===== config.mk =====
export PLATFORM = sky130hd
export DESIGN_NAME = image_byte_packer_flat
export DESIGN_NICKNAME = d
export VERILOG_FILES = /design/src/rtl/img_spi_pkg.sv /design/src/rtl/image_byte_packer_if.sv /design/src/rtl/byte_fifo.sv /design/src/rtl/image_byte_packer.sv /design/src/flat_wrapper.sv
export SDC_FILE = /design/constraint.sdc
export NUM_CORES = 1
export LEC_CHECK = 0
export ABC_AREA = 1
export CAP_MARGIN = 20
export CORE_MARGIN = 2
export CORE_UTILIZATION = 50
export DETAILED_ROUTE_END_ITERATION = 12
export HOLD_SLACK_MARGIN = 0.08
export PLACE_DENSITY = 0.75
export SYNTH_ARGS = -nofsm -noshare
export SYNTH_HDL_FRONTEND = slang
export SYNTH_SLANG_ARGS = --single-unit

===== constraint.sdc =====
create_clock -name clk -period 6.59 [get_ports clk]
set_input_delay 0.9885 -clock clk [delete_from_list [all_inputs] [get_ports clk]]
set_output_delay 0.9885 -clock clk [all_outputs]
set_load 0.01 [all_outputs]

===== src/rtl/img_spi_pkg.sv =====
// Shared types and helpers for the pixel-to-SPI byte packer: sync bytes,
// FSM encodings, FIFO entry layout and the RGB888 -> RGB565 conversion.
package img_spi_pkg;

  localparam logic [7:0] SYNC0 = 8'hA5;
  localparam logic [7:0] SYNC1 = 8'h5A;

  typedef enum logic [2:0] {
    IDLE,
    HDR0,
    HDR1,
    PIX_HI,
    PIX_LO,
    ACCEPT,
    CSUM
  } in_state_e;

  typedef enum logic [1:0] {
    O_IDLE,
    O_WAIT,
    O_GAP
  } out_state_e;

  // One FIFO slot: last marks the checksum byte that closes a frame.
  typedef struct packed {
    logic       last;
    logic [7:0] data;
  } fifo_entry_t;

  typedef struct packed {
    logic        eop;
    logic [15:0] rgb;
  } hold_t;

  function automatic logic [15:0] rgb888_to_565(input logic [23:0] rgb);
    return {rgb[23:19], rgb[15:10], rgb[7:3]};
  endfunction

endpackage


===== src/rtl/image_byte_packer_if.sv =====
// Pixel-stream input and SPI byte handshake of the image byte packer.
// The packer is the slave; the pixel source / SPI master side is the master.
interface image_byte_packer_if #(
  parameter int FIFO_DEPTH = 16
);
  localparam int LW = $clog2(FIFO_DEPTH) + 1;

  logic [23:0]   pix_data;
  logic          pix_valid;
  logic          pix_sop;
  logic          pix_eop;
  logic          pix_ready;
  logic [7:0]    image_byte_data;
  logic          image_data_valid;
  logic          image_transmitted;
  logic [LW-1:0] fifo_level;
  logic          frame_sent;

  modport slave (
    input  pix_data, pix_valid, pix_sop, pix_eop, image_transmitted,
    output pix_ready, image_byte_data, image_data_valid, fifo_level, frame_sent
  );

  modport master (
    output pix_data, pix_valid, pix_sop, pix_eop, image_transmitted,
    input  pix_ready, image_byte_data, image_data_valid, fifo_level, frame_sent
  );

endinterface


===== src/rtl/byte_fifo.sv =====
// Synchronous single-clock FIFO; pointers carry one extra wrap bit so that
// full and empty are told apart without a separate counter.
module byte_fifo #(
  parameter int WIDTH = 9,
  parameter int DEPTH = 16
) (
  input  logic                       clk,
  input  logic                       rst_n,
  input  logic                       push_i,
  input  logic [WIDTH-1:0]           wdata_i,
  input  logic                       pop_i,
  output logic [WIDTH-1:0]           rdata_o,
  output logic                       full_o,
  output logic                       empty_o,
  output logic [$clog2(DEPTH):0]     level_o
);
  localparam int AW = $clog2(DEPTH);

  logic [WIDTH-1:0] mem [DEPTH];
  logic [AW:0]      wr_ptr_q;
  logic [AW:0]      rd_ptr_q;
  logic             do_push;
  logic             do_pop;

  assign do_push = push_i && !full_o;
  assign do_pop  = pop_i && !empty_o;

  // NOTE: storage is deliberately left out of reset; only the pointers define
  // which entries are valid, so clearing the array would cost logic for nothing.
  always_ff @(posedge clk) begin
    if (do_push) begin
      mem[wr_ptr_q[AW-1:0]] <= wdata_i;
    end
  end

  // NOTE: sequential state uses non-blocking assignments so every register
  // samples pre-edge values regardless of statement order.
  always_ff @(posedge clk or negedge rst_n) begin
    if (!rst_n) begin
      wr_ptr_q <= '0;
      rd_ptr_q <= '0;
    end else begin
      if (do_push) wr_ptr_q <= wr_ptr_q + 1'b1;
      if (do_pop)  rd_ptr_q <= rd_ptr_q + 1'b1;
    end
  end

  assign rdata_o = mem[rd_ptr_q[AW-1:0]];
  assign level_o = wr_ptr_q - rd_ptr_q;
  assign empty_o = (wr_ptr_q == rd_ptr_q);
  assign full_o  = (level_o == (AW+1)'(DEPTH));

endmodule


===== src/rtl/image_byte_packer.sv =====
// Frames RGB888 pixel streams as A5 5A <RGB565 bytes> <XOR checksum> and hands
// the bytes one at a time to spi_master through a small FIFO.
module image_byte_packer
  import img_spi_pkg::*;
#(
  parameter int FIFO_DEPTH = 16
) (
  input  logic              clk,
  input  logic              reset_n,
  image_byte_packer_if.slave bus
);
  localparam int LW = $clog2(FIFO_DEPTH) + 1;

  in_state_e   in_state_q;
  hold_t       hold_q;
  logic [7:0]  csum_q;
  logic        pending_q;
  logic        pix_ready_q;

  out_state_e  out_state_q;
  fifo_entry_t out_q;
  logic        valid_q;
  logic        trans_q;
  logic        frame_sent_q;

  logic        push;
  logic        push_ok;
  logic        pop;
  logic        fifo_full;
  logic        fifo_empty;
  logic        pix_acc;
  logic        trans_rise;
  fifo_entry_t push_entry;
  fifo_entry_t pop_entry;
  hold_t       pix_hold;
  logic [LW-1:0] level;

  assign pix_acc    = bus.pix_valid && pix_ready_q;
  assign pix_hold   = '{eop: bus.pix_eop, rgb: rgb888_to_565(bus.pix_data)};
  assign push_ok    = push && !fifo_full;
  assign trans_rise = bus.image_transmitted && !trans_q;
  assign pop        = (out_state_q == O_IDLE) && !fifo_empty;

  // NOTE: every always_comb output gets a default first so no path can leave
  // it unassigned and infer a latch.
  always_comb begin
    push       = 1'b0;
    push_entry = '{last: 1'b0, data: 8'h00};
    unique case (in_state_q)
      HDR0:    begin push = 1'b1; push_entry.data = SYNC0;          end
      HDR1:    begin push = 1'b1; push_entry.data = SYNC1;          end
      PIX_HI:  begin push = 1'b1; push_entry.data = hold_q.rgb[15:8]; end
      PIX_LO:  begin push = 1'b1; push_entry.data = hold_q.rgb[7:0];  end
      CSUM:    begin push = 1'b1; push_entry = '{last: 1'b1, data: csum_q}; end
      default: ;
    endcase
  end

  // Input FSM: push states stall while the FIFO is full; pix_ready is
  // registered and only high in IDLE/ACCEPT.
  always_ff @(posedge clk or negedge reset_n) begin
    if (!reset_n) begin
      in_state_q  <= IDLE;
      hold_q      <= '0;
      csum_q      <= 8'h00;
      pending_q   <= 1'b0;
      pix_ready_q <= 1'b0;
    end else begin
      unique case (in_state_q)
        IDLE: begin
          if (pix_acc && bus.pix_sop) begin
            hold_q      <= pix_hold;
            csum_q      <= 8'h00;
            pix_ready_q <= 1'b0;
            in_state_q  <= HDR0;
          end else begin
            pix_ready_q <= 1'b1;
          end
        end
        HDR0:   if (push_ok) in_state_q <= HDR1;
        HDR1:   if (push_ok) in_state_q <= PIX_HI;
        PIX_HI: begin
          if (push_ok) begin
            csum_q     <= csum_q ^ hold_q.rgb[15:8];
            in_state_q <= PIX_LO;
          end
        end
        PIX_LO: begin
          if (push_ok) begin
            csum_q <= csum_q ^ hold_q.rgb[7:0];
            if (hold_q.eop) begin
              in_state_q <= CSUM;
            end else begin
              in_state_q  <= ACCEPT;
              pix_ready_q <= 1'b1;
            end
          end
        end
        ACCEPT: begin
          if (pix_acc) begin
            hold_q      <= pix_hold;
            pix_ready_q <= 1'b0;
            // A new SOP mid-frame closes the old frame before starting over.
            if (bus.pix_sop) begin
              pending_q  <= 1'b1;
              in_state_q <= CSUM;
            end else begin
              in_state_q <= PIX_HI;
            end
          end
        end
        CSUM: begin
          if (push_ok) begin
            if (pending_q) begin
              pending_q  <= 1'b0;
              csum_q     <= 8'h00;
              in_state_q <= HDR0;
            end else begin
              pix_ready_q <= 1'b1;
              in_state_q  <= IDLE;
            end
          end
        end
        default: begin
          pix_ready_q <= 1'b0;
          in_state_q  <= IDLE;
        end
      endcase
    end
  end

  // Output FSM: only a rising edge of image_transmitted consumes a byte, so a
  // level left high from the previous byte cannot retire the next one.
  always_ff @(posedge clk or negedge reset_n) begin
    if (!reset_n) begin
      out_state_q  <= O_IDLE;
      out_q        <= '0;
      valid_q      <= 1'b0;
      trans_q      <= 1'b0;
      frame_sent_q <= 1'b0;
    end else begin
      trans_q      <= bus.image_transmitted;
      frame_sent_q <= 1'b0;
      unique case (out_state_q)
        O_IDLE: begin
          if (!fifo_empty) begin
            out_q       <= pop_entry;
            valid_q     <= 1'b1;
            out_state_q <= O_WAIT;
          end
        end
        O_WAIT: begin
          if (trans_rise) begin
            valid_q      <= 1'b0;
            frame_sent_q <= out_q.last;
            out_state_q  <= O_GAP;
          end
        end
        O_GAP:   out_state_q <= O_IDLE;
        default: out_state_q <= O_IDLE;
      endcase
    end
  end

  byte_fifo #(
    .WIDTH (9),
    .DEPTH (FIFO_DEPTH)
  ) u_fifo (
    .clk     (clk),
    .rst_n   (reset_n),
    .push_i  (push_ok),
    .wdata_i (push_entry),
    .pop_i   (pop),
    .rdata_o (pop_entry),
    .full_o  (fifo_full),
    .empty_o (fifo_empty),
    .level_o (level)
  );

  assign bus.pix_ready        = pix_ready_q;
  assign bus.image_byte_data  = out_q.data;
  assign bus.image_data_valid = valid_q;
  assign bus.fifo_level       = level;
  assign bus.frame_sent       = frame_sent_q;

endmodule

===== src/flat_wrapper.sv =====
// flat-port wrapper written by rule: the top's interface ports become plain ports
module image_byte_packer_flat import img_spi_pkg::*;
#(
  parameter int FIFO_DEPTH = 16
)
  (clk, reset_n, bus_pix_data, bus_pix_valid, bus_pix_sop, bus_pix_eop, bus_image_transmitted, bus_pix_ready, bus_image_byte_data, bus_image_data_valid, bus_fifo_level, bus_frame_sent);
  image_byte_packer_if #(.FIFO_DEPTH(FIFO_DEPTH)) bus_i ();
  input  logic clk;
  input  logic reset_n;
  input wire logic [$bits(bus_i.pix_data)-1:0] bus_pix_data;
  input wire logic [$bits(bus_i.pix_valid)-1:0] bus_pix_valid;
  input wire logic [$bits(bus_i.pix_sop)-1:0] bus_pix_sop;
  input wire logic [$bits(bus_i.pix_eop)-1:0] bus_pix_eop;
  input wire logic [$bits(bus_i.image_transmitted)-1:0] bus_image_transmitted;
  output wire logic [$bits(bus_i.pix_ready)-1:0] bus_pix_ready;
  output wire logic [$bits(bus_i.image_byte_data)-1:0] bus_image_byte_data;
  output wire logic [$bits(bus_i.image_data_valid)-1:0] bus_image_data_valid;
  output wire logic [$bits(bus_i.fifo_level)-1:0] bus_fifo_level;
  output wire logic [$bits(bus_i.frame_sent)-1:0] bus_frame_sent;
  assign bus_i.pix_data = bus_pix_data;
  assign bus_i.pix_valid = bus_pix_valid;
  assign bus_i.pix_sop = bus_pix_sop;
  assign bus_i.pix_eop = bus_pix_eop;
  assign bus_i.image_transmitted = bus_image_transmitted;
  assign bus_pix_ready = bus_i.pix_ready;
  assign bus_image_byte_data = bus_i.image_byte_data;
  assign bus_image_data_valid = bus_i.image_data_valid;
  assign bus_fifo_level = bus_i.fifo_level;
  assign bus_frame_sent = bus_i.frame_sent;
  image_byte_packer #(.FIFO_DEPTH(FIFO_DEPTH)) u_core (.clk(clk), .reset_n(reset_n), .bus(bus_i));
endmodule

==> results.md, run 1 <==
* Iter 0 DRT Violations at 565
* Clk sinks at around 200
* Avg Vias per Cell at 5.626
* Crit path required time at around 5.6 ns
* Clock Power Share at between 10% and 20%
* Core area at roughly 17,000 um2
* Worst-path fanout max at 15
* WP data arrival at roughly 3.1 ns
* Crit start category: register
* Post-Layout Cell Count at 1,069
* Layout cells sized above 1 at under 10%
* CTS Buf Count at 17
* Least-Margin Pin Slew at between 1 and 1.5 ns
* Routed length per instance at roughly 18 um
* Max clock buf depth at 2
* Util after Layout at a little under three fifths
* Synthesized flop and latch total at 198
* Uppermost layer routed: met4
* CP bufs+invs at 3
* Synth async-reset ratio at 27.27%
* Grt ovf at 0
* RSZ-0062 raised after global routing: false
* Seq pwr share at between 30% and 40%
* Initial antenna violation count at 0
* Logic pwr share at approximately 42%
* Final Skew at 0.008517 ns
* Sequential fraction of the synthesis area at between 60% and 70%
* Full die area at between 15,000 and 20,000 um2
* PwrDens at about 530 nW/um2
* Final ANT Viol Nets at 0
* Setup total negative slack at 0 ns
* Final Wtd Congestion at approximately 0.85
* Maximum clock frequency at around 240 MHz
* Max-cap violations at 0
* Htree depth at 4
* CTS tree: done
* Hold Slack at roughly 0.49 ns
* Clock Pin Slew Worst Setup and Hold Paths at around 0.070 ns
* Final hold viol count at 0
* Post-Syn Area at 8662 um2
* Crit path capture type: output pin
* Total GRT Usage at between 20% and 30%
* Leak at around 3.7 nW
* Status: finished, final reports clean
* Count of cell types in the netlist at 38
* Row count at 48
* Vias in the first global route at ~5.9k
* Dpl hpwl at between 10,000 and 15,000 um
* Main synth FF type: edfxtp_1
* Setup violators final at 0
* Sw power at approximately 2.1 mW
* Initial DRT Pass Iterations at 5
* Gate Count Post-Synth at roughly 810
* DRC at 0
* Chip width at roughly 140 um
* # diodes at 0
* Internal at about 3.1 mW
* Syn avg cell area at roughly 11 um2
* CP cell instances: clkinv_1 > ha_1 > a21oi_1 > nand2_1 > nand2_1 > nand2_1 > inv_1 > clkdlybuf4s50_1
* Post-CTS sizing at 0
* CP Class: register to output pin
* Layout area overhead at 12.65%
* WL met2 at slightly above 9000 um
* Final WL at around 19,000 um
* # placed instances at ~1.0k
* Post-synth EDFFs at approximately 140
* Fin. max-slew vios at 0
* Worst-skew pair later-pin latency at around 0.43 ns
* Vias at 6,014
* Top delay family on crit path: buffers and inverters
* Hold-fix buffers, CTS at 0
* Worst slew margin at between 30% and 40%
* Met3 wire len at roughly 960 um
* Net Count, Synth at around 850
* Nets@finish at about 870
* Design Power at 5.158 mW
* Die span in y at approximately 140 um
* # IOs at 46
* Tcrit/Tclk final at around 62%
* Global-route wire length before repair at approximately 30,000 um
* Tmin final at approximately 4.1 ns
* # port buffers at 37
* Max VDD drop at ~0.35 mV
* Post-CTS setup buffer count at 0
* Worst-path cell with the longest stage delay: dfrtp_1
* M1 WL at slightly above 8000 um
* Initial Util at between 50 and 60%
* Sw frac at 39.88%
* Largest net degree at the start of global routing at 76
* Hold Path Class: register to register
* Root buf cell: clkbuf_16
* Ys Warns at 0
* Crit-path max cell delay at about 0.68 ns
* Cell repeated most along the worst path: nand2_1
==> worst reg2reg max path, delay by kind of cell (launching register included) <==
kind                     cells  cell delay, ns
AND/OR/NAND/NOR              7            1.37
flip-flops                   1            0.68
buffers and inverters        2            0.64
adder cells (fa/ha/maj)      1            0.49
AO/OA/AOI/OAI                1            0.25
==> synth_stat cells (2+ instances only) <==
master	number	area share, %
inv_2	4	0.17
a21oi_1	32	1.8
nand4_1	2	0.14
o211ai_1	3	0.26
o21ai_2	8	0.81
nor2_1	143	6.2
o21ai_1	6	0.35
nand3_1	24	1.4
buf_1	2	0.087
clkinv_1	2	0.087
buf_2	11	0.64
ha_1	9	1.3
a31oi_1	9	0.65
buf_6	3	0.39
nor2_2	2	0.14
inv_1	42	1.8
xor2_1	8	0.81
o22ai_1	19	1.4
o21ai_0	96	5.5
o31ai_1	2	0.17
nand2_2	3	0.22
buf_4	8	0.69
edfxtp_1	144	50
mux2_4	2	0.35
clkbuf_1	18	0.78
mux2_2	6	0.78
nand2_1	127	5.5
dfrtp_1	54	16
o2111ai_1	8	0.81
==> per-stage QoR <==
| stage | setup slack, ns | instance area [um2] |
|---|---|---|
| after global routing | 2.320 | 9758 |
| after global placement | 2.917 | 9184 |
| after detailed placement | 2.823 | 9184 |
| after CTS | 2.533 | 9758 |
| after floorplan | 3.810 | 8662 |
| final | 2.499 | 9758 |
==> registers in the layout (all words and copies together) (netlist names), 2 cells and up <==
signal / flops
u_core.u_fifo.wr_ptr_q: 5
u_core.hold_q: 17
u_core.bus.image_byte_data: 8
u_core.in_state_q: 3
u_core.csum_q: 8
u_core.out_state_q: 2
u_core.u_fifo.mem: 144
u_core.u_fifo.rd_ptr_q: 5
==> cell families after synthesis <==
| logic type | Yosys count | share of synthesized area (%) |
|---|---|---|
| simple gates | 306 | 14.10 |
| xor+xnor | 8 | 0.8089 |
| buf+inv | 90 | 4.666 |
| compound gates | 186 | 12.25 |
| fa+ha+maj | 10 | 1.531 |
| mux | 8 | 1.127 |
| flops | 198 | 65.52 |
==> per-layer routing <==
metal	vias to the layer above	GRT usage (%)
li1	2845	-
met1	2909	28.16
met2	220	34.96
met3	40	4.714
met4	0	9.201
met5	-	0
==> layout by cell type (no fill, tap or decap), types with 4 or more instances in the layout <==
| master | netlist | final |
|---|---|---|
| clkdlybuf4s50_1 | 0 | 36 |
| o21ai_0 | 96 | 96 |
| inv_1 | 42 | 42 |
| nor2_1 | 143 | 142 |
| o2111ai_1 | 8 | 6 |
| o21ai_2 | 8 | 8 |
| a21oi_1 | 32 | 32 |
| o21ai_1 | 6 | 6 |
| o22ai_1 | 19 | 19 |
| a31oi_1 | 9 | 9 |
| xor2_1 | 8 | 8 |
| nand3_1 | 24 | 24 |
| dfrtp_1 | 54 | 53 |
| ha_1 | 9 | 9 |
| edfxtp_1 | 144 | 144 |
| buf_4 | 8 | 11 |
| mux2_2 | 6 | 6 |
| inv_2 | 4 | 4 |
| clkbuf_16 | 0 | 17 |
| nand2_1 | 127 | 127 |
==> final timing paths <==
path / from / end / slack, ns / cells past startpoint
setup / recovery: u_core.u_fifo.rd_ptr_q[2]$_DFFE_PN0P_ / bus_fifo_level[3] / 2.50 / 8
setup reg to reg: u_core.u_fifo.rd_ptr_q[2]$_DFFE_PN0P_ / u_core.u_fifo.mem[4][2]$_DFFE_PP_ / 2.79 / 11
min in group asynchronous: reset_n / u_core.u_fifo.rd_ptr_q[4]$_DFFE_PN0P_ / 0.69 / 2
hold / removal: u_core.bus.image_data_valid$_DFFE_PN0P_ / u_core.bus.image_data_valid$_DFFE_PN0P_ / 0.49 / 2
hold reg to reg: u_core.bus.image_data_valid$_DFFE_PN0P_ / u_core.bus.image_data_valid$_DFFE_PN0P_ / 0.49 / 2
max in group asynchronous: reset_n / u_core.u_fifo.rd_ptr_q[0]$_DFFE_PN0P_ / 5.40 / 2
==> power by group through the flow <==
stage                     clock, mW  sequential [mW]  combinational (mW)
after floorplan                   0             1.97                1.45
after global placement            0             2.01                2.05
after detailed placement          0             2.02                2.11
after CTS                      1.03             2.00                2.12
after global routing           1.08             2.03                2.38
final                          1.02             2.00                2.14
==> area by class of cell <==
class / instances / area [um2]
timing repair buffer: 48 / 447.9
tap: 225 / 281.5
sequential: 198 / 5677
multi-input combinational: 518 / 2597
fill: 1439 / 7358
clock buffer: 21 / 450.4
inverter: 48 / 180.2
clock inverter: 11 / 123.9
Power figures use the tool's default switching activity.
==> run 2: changes to the inputs <==
--- a/config.mk
+++ b/config.mk
@@ -11,7 +11,7 @@
 export CORE_UTILIZATION = 50
 export DETAILED_ROUTE_END_ITERATION = 12
 export HOLD_SLACK_MARGIN = 0.08
-export PLACE_DENSITY = 0.75
+export PLACE_DENSITY = 0.78
 export SYNTH_ARGS = -nofsm -noshare
 export SYNTH_HDL_FRONTEND = slang
 export SYNTH_SLANG_ARGS = --single-unit
==> constraint.sdc (replaced) <==
create_clock -name clk -period 3.45 [get_ports clk]
set_input_delay 0.5175 -clock clk [delete_from_list [all_inputs] [get_ports clk]]
set_output_delay 0.5175 -clock clk [all_outputs]
set_load 0.01 [all_outputs]
==> run 2 against run 1 <==
Clock skew up 0.0041 ns. Worst setup slack got worse by 2.1 ns. Worst hold slack worse by 0.39 ns. Sequential cell count is the same. Critical endpoint is now bus_fifo_level[4]. Largest cell class unchanged. Largest power group unchanged. Highest routed layer unchanged.
==> results.md, run 2 (synthesis results as in run 1) <==
* Final hold viol count at 0
* Maximum clock frequency at between 300 and 400 MHz
* Crit path required time at between 2 and 3 ns
* Final ANT Viol Nets at 0
* CP Class: register to output pin
* Hold Path Class: input port to asynchronous set/reset pin
* Fin. max-slew vios at 0
* Htree depth at 4
* Clock Pin Slew Worst Setup and Hold Paths at roughly 0.070 ns
* Initial DRT Pass Iterations at 5
* # diodes at 0
* Root buf cell: clkbuf_16
* Tmin final at just over 3 ns
* Max VDD drop at 0.5189 mV
* Hold-fix buffers, CTS at 0
* Core area at about 17,000 um2
* Initial Util at 50.61%
* Crit start category: register
* Crit-path max cell delay at ~0.54 ns
* Routed length per instance at 17.06 um
* PwrDens at 1022 nW/um2
* Grt ovf at 0
* Placed Area at about 9400 um2
* Worst-skew pair later-pin latency at between 0.4 and 0.5 ns
* # placed instances at approximately 1.1k
* Max-cap violations at 0
* Post-CTS sizing at 0
* WP data arrival at 2.52 ns
* Worst slew margin at between 30% and 40%
* Clk sinks at approximately 200
* DRC at 0
* Final WL at between 15,000 and 20,000 um
* Tcrit/Tclk final at a little under 90%
* Least-Margin Pin Slew at roughly 0.96 ns
* Vias in the first global route at ~5.7k
* Worst-path fanout max at 4
* Row count at 48
* Worst-path cell with the longest stage delay: clkdlybuf4s50_1
* Total GRT Usage at a little over a fifth
* Setup total negative slack at 0 ns
* CTS Buf Count at 17
* Worst R2R Path Depth at 14
* RSZ-0062 raised after global routing: false
* Final Wtd Congestion at 0.8322
* # IOs at between 40 and 50
* RR Endpoint: u_core.u_fifo.mem[1][5]$_DFFE_PP_
* Post-CTS setup buffer count at 0
* Post-Layout Cell Count at around 1.1k
* Final Skew at around 0.013 ns
* Status: finished, final reports clean
* R2R Setup Slk at ~0.50 ns
* CP bufs+invs at 3
* Layout cells sized above 1 at 11.53%
* Max clock buf depth at 2
* # port buffers at 37
* Initial antenna violation count at 0
* Commonest non-fill, non-tap cells in the layout: edfxtp_1, nor2_1, nand2_1
* Top delay family on crit path: buffers and inverters
* Most common cell after layout, fill and taps aside: edfxtp_1
* Nets@finish at a little under 900
* Crit path from: u_core.u_fifo.wr_ptr_q[0]$_DFFE_PN0P_
* Setup violators final at 0
* CP cell instances: inv_1 > ha_1 > inv_1 > fa_1 > nand3_1 > nand3_1 > nand2_1 > clkdlybuf4s50_1
* Chip width at about 140 um
* Final Cell Area at between 10,000 and 15,000 um2
* Global-route wire length before repair at between 20,000 and 30,000 um
* Avg Vias per Cell at 5.565
* Crit path capture type: output pin
* Die span in y at ~140 um
* CTS tree: done
* Largest net degree at the start of global routing at 76
* Full die area at 18,390 um2
* Reg2reg start: u_core.u_fifo.wr_ptr_q[0]$_DFFE_PN0P_
* Max FFs per register at between 100 and 150
* Dpl hpwl at roughly 12,000 um
* Leak at 3.905 nW
* Iter 0 DRT Violations at 598
* Layout area overhead at 15.83%
* Vias at 6,077
[run 2: cell count changes in the layout (fill, tap and decap cells not counted), moves of 2 or more]
cell,previous run,this run
buf_4,11,34
bufinv_16,2,6
clkbuf_1,3,0
clkinv_2,3,1
[run 2: worst reg2reg max path, stage by stage, from the launching register on]
cell	delay, ns
dfrtp_1	0.42
inv_1	0.15
ha_1	0.16
inv_1	0.06
fa_1	0.46
nand3_1	0.13
nand2_1	0.08
nand2_1	0.07
nand2_1	0.06
nand3_1	0.12
nand2_2	0.13
inv_1	0.17
nand2_1	0.14
nor2_1	0.27
buf_4	0.22
[run 2: worst max-delay path by stage]
stage,endpoint,slack (ns),cells past startpoint
finish,bus_fifo_level[4],0.41,8
global route,u_core.u_fifo.mem[1][5]$_DFFE_PP_,0.25,14
CTS,bus_fifo_level[4],0.40,8
detailed placement,u_core.u_fifo.mem[1][5]$_DFFE_PP_,0.54,14
global placement,u_core.u_fifo.mem[1][5]$_DFFE_PP_,0.59,14
floorplan,u_core.u_fifo.mem[0][0]$_DFFE_PP_,0.67,13
[run 2: routing by layer]
metal	global-route usage, %	wire [um]	up-vias
li1	-	-	2887
met4	7.465	381	0
met2	33.39	8938	224
met1	28.66	8245	2929
met3	4.751	1067	37
met5	0	0	-
[run 2: cell type report]
cell class	count	area (um2)
clock buffer	18	439.2
clock inverter	14	244.0
fill	1344	7083
inverter	48	180.2
multi-input combinational	518	2591
sequential	198	5677
tap	225	281.5
timing repair buffer	71	620.6
[run 2: through the flow]
step	power, mW	hold slack, ns	utilization (%)	setup WS, ns
after global routing	10.87	0.1352	58.62	0.2544
after floorplan	6.533	0.2219	-	0.6703
final	10.25	0.1017	58.62	0.4098
after CTS	10.25	0.1068	58.62	0.3952
after detailed placement	7.995	0.4793	54.63	0.5357
after global placement	7.833	0.4645	54.58	0.5945
[run 2: power breakdown]
group          internal, mW  switching [mW]  total, mW
clock network          1.39           0.864       2.25
logic                  1.40            2.82       4.23
registers              3.52           0.251       3.77
total                  6.31            3.94       10.3
==> run 3: changes to the inputs <==
--- a/config.mk
+++ b/config.mk
@@ -11,7 +11,7 @@
 export CORE_UTILIZATION = 50
 export DETAILED_ROUTE_END_ITERATION = 12
 export HOLD_SLACK_MARGIN = 0.08
-export PLACE_DENSITY = 0.78
+export PLACE_DENSITY = 0.75
 export SYNTH_ARGS = -nofsm -noshare
 export SYNTH_HDL_FRONTEND = slang
 export SYNTH_SLANG_ARGS = --single-unit
==> run 3 against run 2 <==
Combinational power rose by 1%. Via count rose by 0.46%. Power shrank 1.8%. Clock skew is 0.0036 ns lower. Critical path depth did not move. Clock power is 11% lower. Maximum frequency is 1.9% lower. Largest power group unchanged.
==> results.md, run 3 (synthesis results as in run 1) <==
* Status: finished, final reports clean
* Post-CTS sizing at 0
* Crit path required time at approximately 2.9 ns
* Layout cells sized above 1 at 11.07%
* Maximum clock frequency at ~320 MHz
* Max FFs per register at between 100 and 150
* PwrDens at approximately 1000 nW/um2
* Layout area overhead at 15.21%
* Met3 wire len at between 1000 and 1500 um
* Global-route wire length before repair at 30,450 um
* Final Skew at slightly above 0.009 ns
* Vias in the first global route at 5,868
* M1 WL at 7965 um
* Final Cell Area at 9980 um2
* Largest net degree at the start of global routing at 75
* CTS Buf Count at 17
* # diodes at 0
* # IOs at 46
* Register area at 5677 um2
* Nets@finish at between 800 and 900
* Grt ovf at 0
* Fin. max-slew vios at 0
* Initial Util at between 50% and 60%
* Crit start category: register
* Fillcell total at 1,385
* Vias at 6,105
* Final ANT Viol Nets at 0
* Leak at roughly 3.9 nW
* Total GRT Usage at around 22%
* Root buf cell: clkbuf_16
* Worst-path fanout max at 4
* Max clock buf depth at 2
* Die span in y at 135.6 um
* Worst-skew pair later-pin latency at about 0.43 ns
* Dpl hpwl at 11,850 um
* Initial antenna violation count at 0
* Htree depth at 4
* # port buffers at 37
* Avg Vias per Cell at between 5 and 6
* Placed Area at between 9000 and 10,000 um2
* Core area at roughly 17,000 um2
* Tmin final at roughly 3.1 ns
* Crit path capture type: output pin
* DRC at 0
* Max-cap violations at 0
* Final WL at between 15,000 and 20,000 um
* Commonest non-fill, non-tap cells in the layout: edfxtp_1, nor2_1, nand2_1
* Routed length per instance at 17.56 um
* Uppermost layer routed: met4
* Post-CTS setup buffer count at 0
* Worst slew margin at 37.66%
* RSZ-0062 raised after global routing: false
* Initial DRT Pass Iterations at 5
* Max VDD drop at ~0.47 mV
* Final Wtd Congestion at slightly above 0.9
* Area of the multi-input gates at 2597 um2
* Final hold viol count at 0
* Iter 0 DRT Violations at between 700 and 800
* Tcrit/Tclk final at 89.84%
* Full die area at approximately 18,000 um2
* WP data arrival at about 2.6 ns
* Least-Margin Pin Slew at 0.9351 ns
* Setup total negative slack at 0 ns
* Hold-fix buffers, CTS at 0
* Chip width at between 100 and 150 um
* CP Class: register to output pin
* WL met2 at approximately 9400 um
* Setup violators final at 0
* Most common cell after layout, fill and taps aside: edfxtp_1
* Row count at between 40 and 50
* Hold Path Class: input port to asynchronous set/reset pin
* CTS tree: done
* Clk sinks at 198
* Clock Pin Slew Worst Setup and Hold Paths at about 0.070 ns
run 3: per-stage QoR:
stage | cells | util (%) | power, mW | hold WS [ns] | setup WS [ns]
floorplan | 806 | - | 6.533 | 0.2219 | 0.6703
global placement | 1058 | 54.65 | 7.919 | 0.4661 | 0.6007
detailed placement | 1058 | 54.65 | 8.042 | 0.4699 | 0.5593
CTS | 1090 | 58.13 | 10.06 | 0.2776 | 0.3517
global route | 1092 | 58.30 | 10.69 | 0.4838 | 0.2156
finish | 1092 | 58.30 | 10.06 | 0.4614 | 0.3506
run 3: cell type report:
type | count | share of cell area [%]
tap | 225 | 2.821
sequential | 198 | 56.88
multi-input combinational | 518 | 26.03
clock inverter | 10 | 1.316
inverter | 48 | 1.805
clock buffer | 22 | 4.651
timing repair buffer | 71 | 6.494
run 3: critical path: stages (launching register included):
cell,delay (ns)
dfrtp_1,0.41
inv_1,0.15
ha_1,0.17
inv_1,0.07
fa_1,0.47
nand3_1,0.13
nand3_1,0.08
nand2_1,0.10
clkdlybuf4s50_1,0.56
run 3: path summary, 6_finish.rpt:
check / start / endpoint / slack, ns / cells past startpoint
max: u_core.u_fifo.wr_ptr_q[0]$_DFFE_PN0P_ / bus_fifo_level[4] / 0.35 / 8
min: reset_n / u_core.trans_q$_DFF_PN0_ / 0.46 / 2
max reg2reg: u_core.u_fifo.wr_ptr_q[0]$_DFFE_PN0P_ / u_core.u_fifo.mem[0][2]$_DFFE_PP_ / 0.50 / 14
min reg2reg: u_core.out_state_q[1]$_DFFE_PN0P_ / u_core.out_state_q[0]$_DFFE_PN0P_ / 0.48 / 1
max in group asynchronous: reset_n / u_core.bus.image_byte_data[1]$_DFFE_PN0P_ / 2.28 / 4
min in group clk: u_core.out_state_q[1]$_DFFE_PN0P_ / u_core.out_state_q[0]$_DFFE_PN0P_ / 0.48 / 1
run 3: power breakdown:
| part | total, mW | switching [mW] | internal [mW] | leakage (nW) |
|---|---|---|---|---|
| Sequential | 3.78 | 0.252 | 3.53 | 1.96 |
| Combinational | 4.28 | 2.87 | 1.41 | 1.63 |
| Clock | 2.00 | 0.830 | 1.17 | 0.295 |
run 3: metal layers:
metal / up-vias / global-route usage (%)
met2: 265 / 36.59
met3: 30 / 3.853
met5: - / 0
met4: 0 / 8.160
li1: 2882 / -
met1: 2928 / 29.14
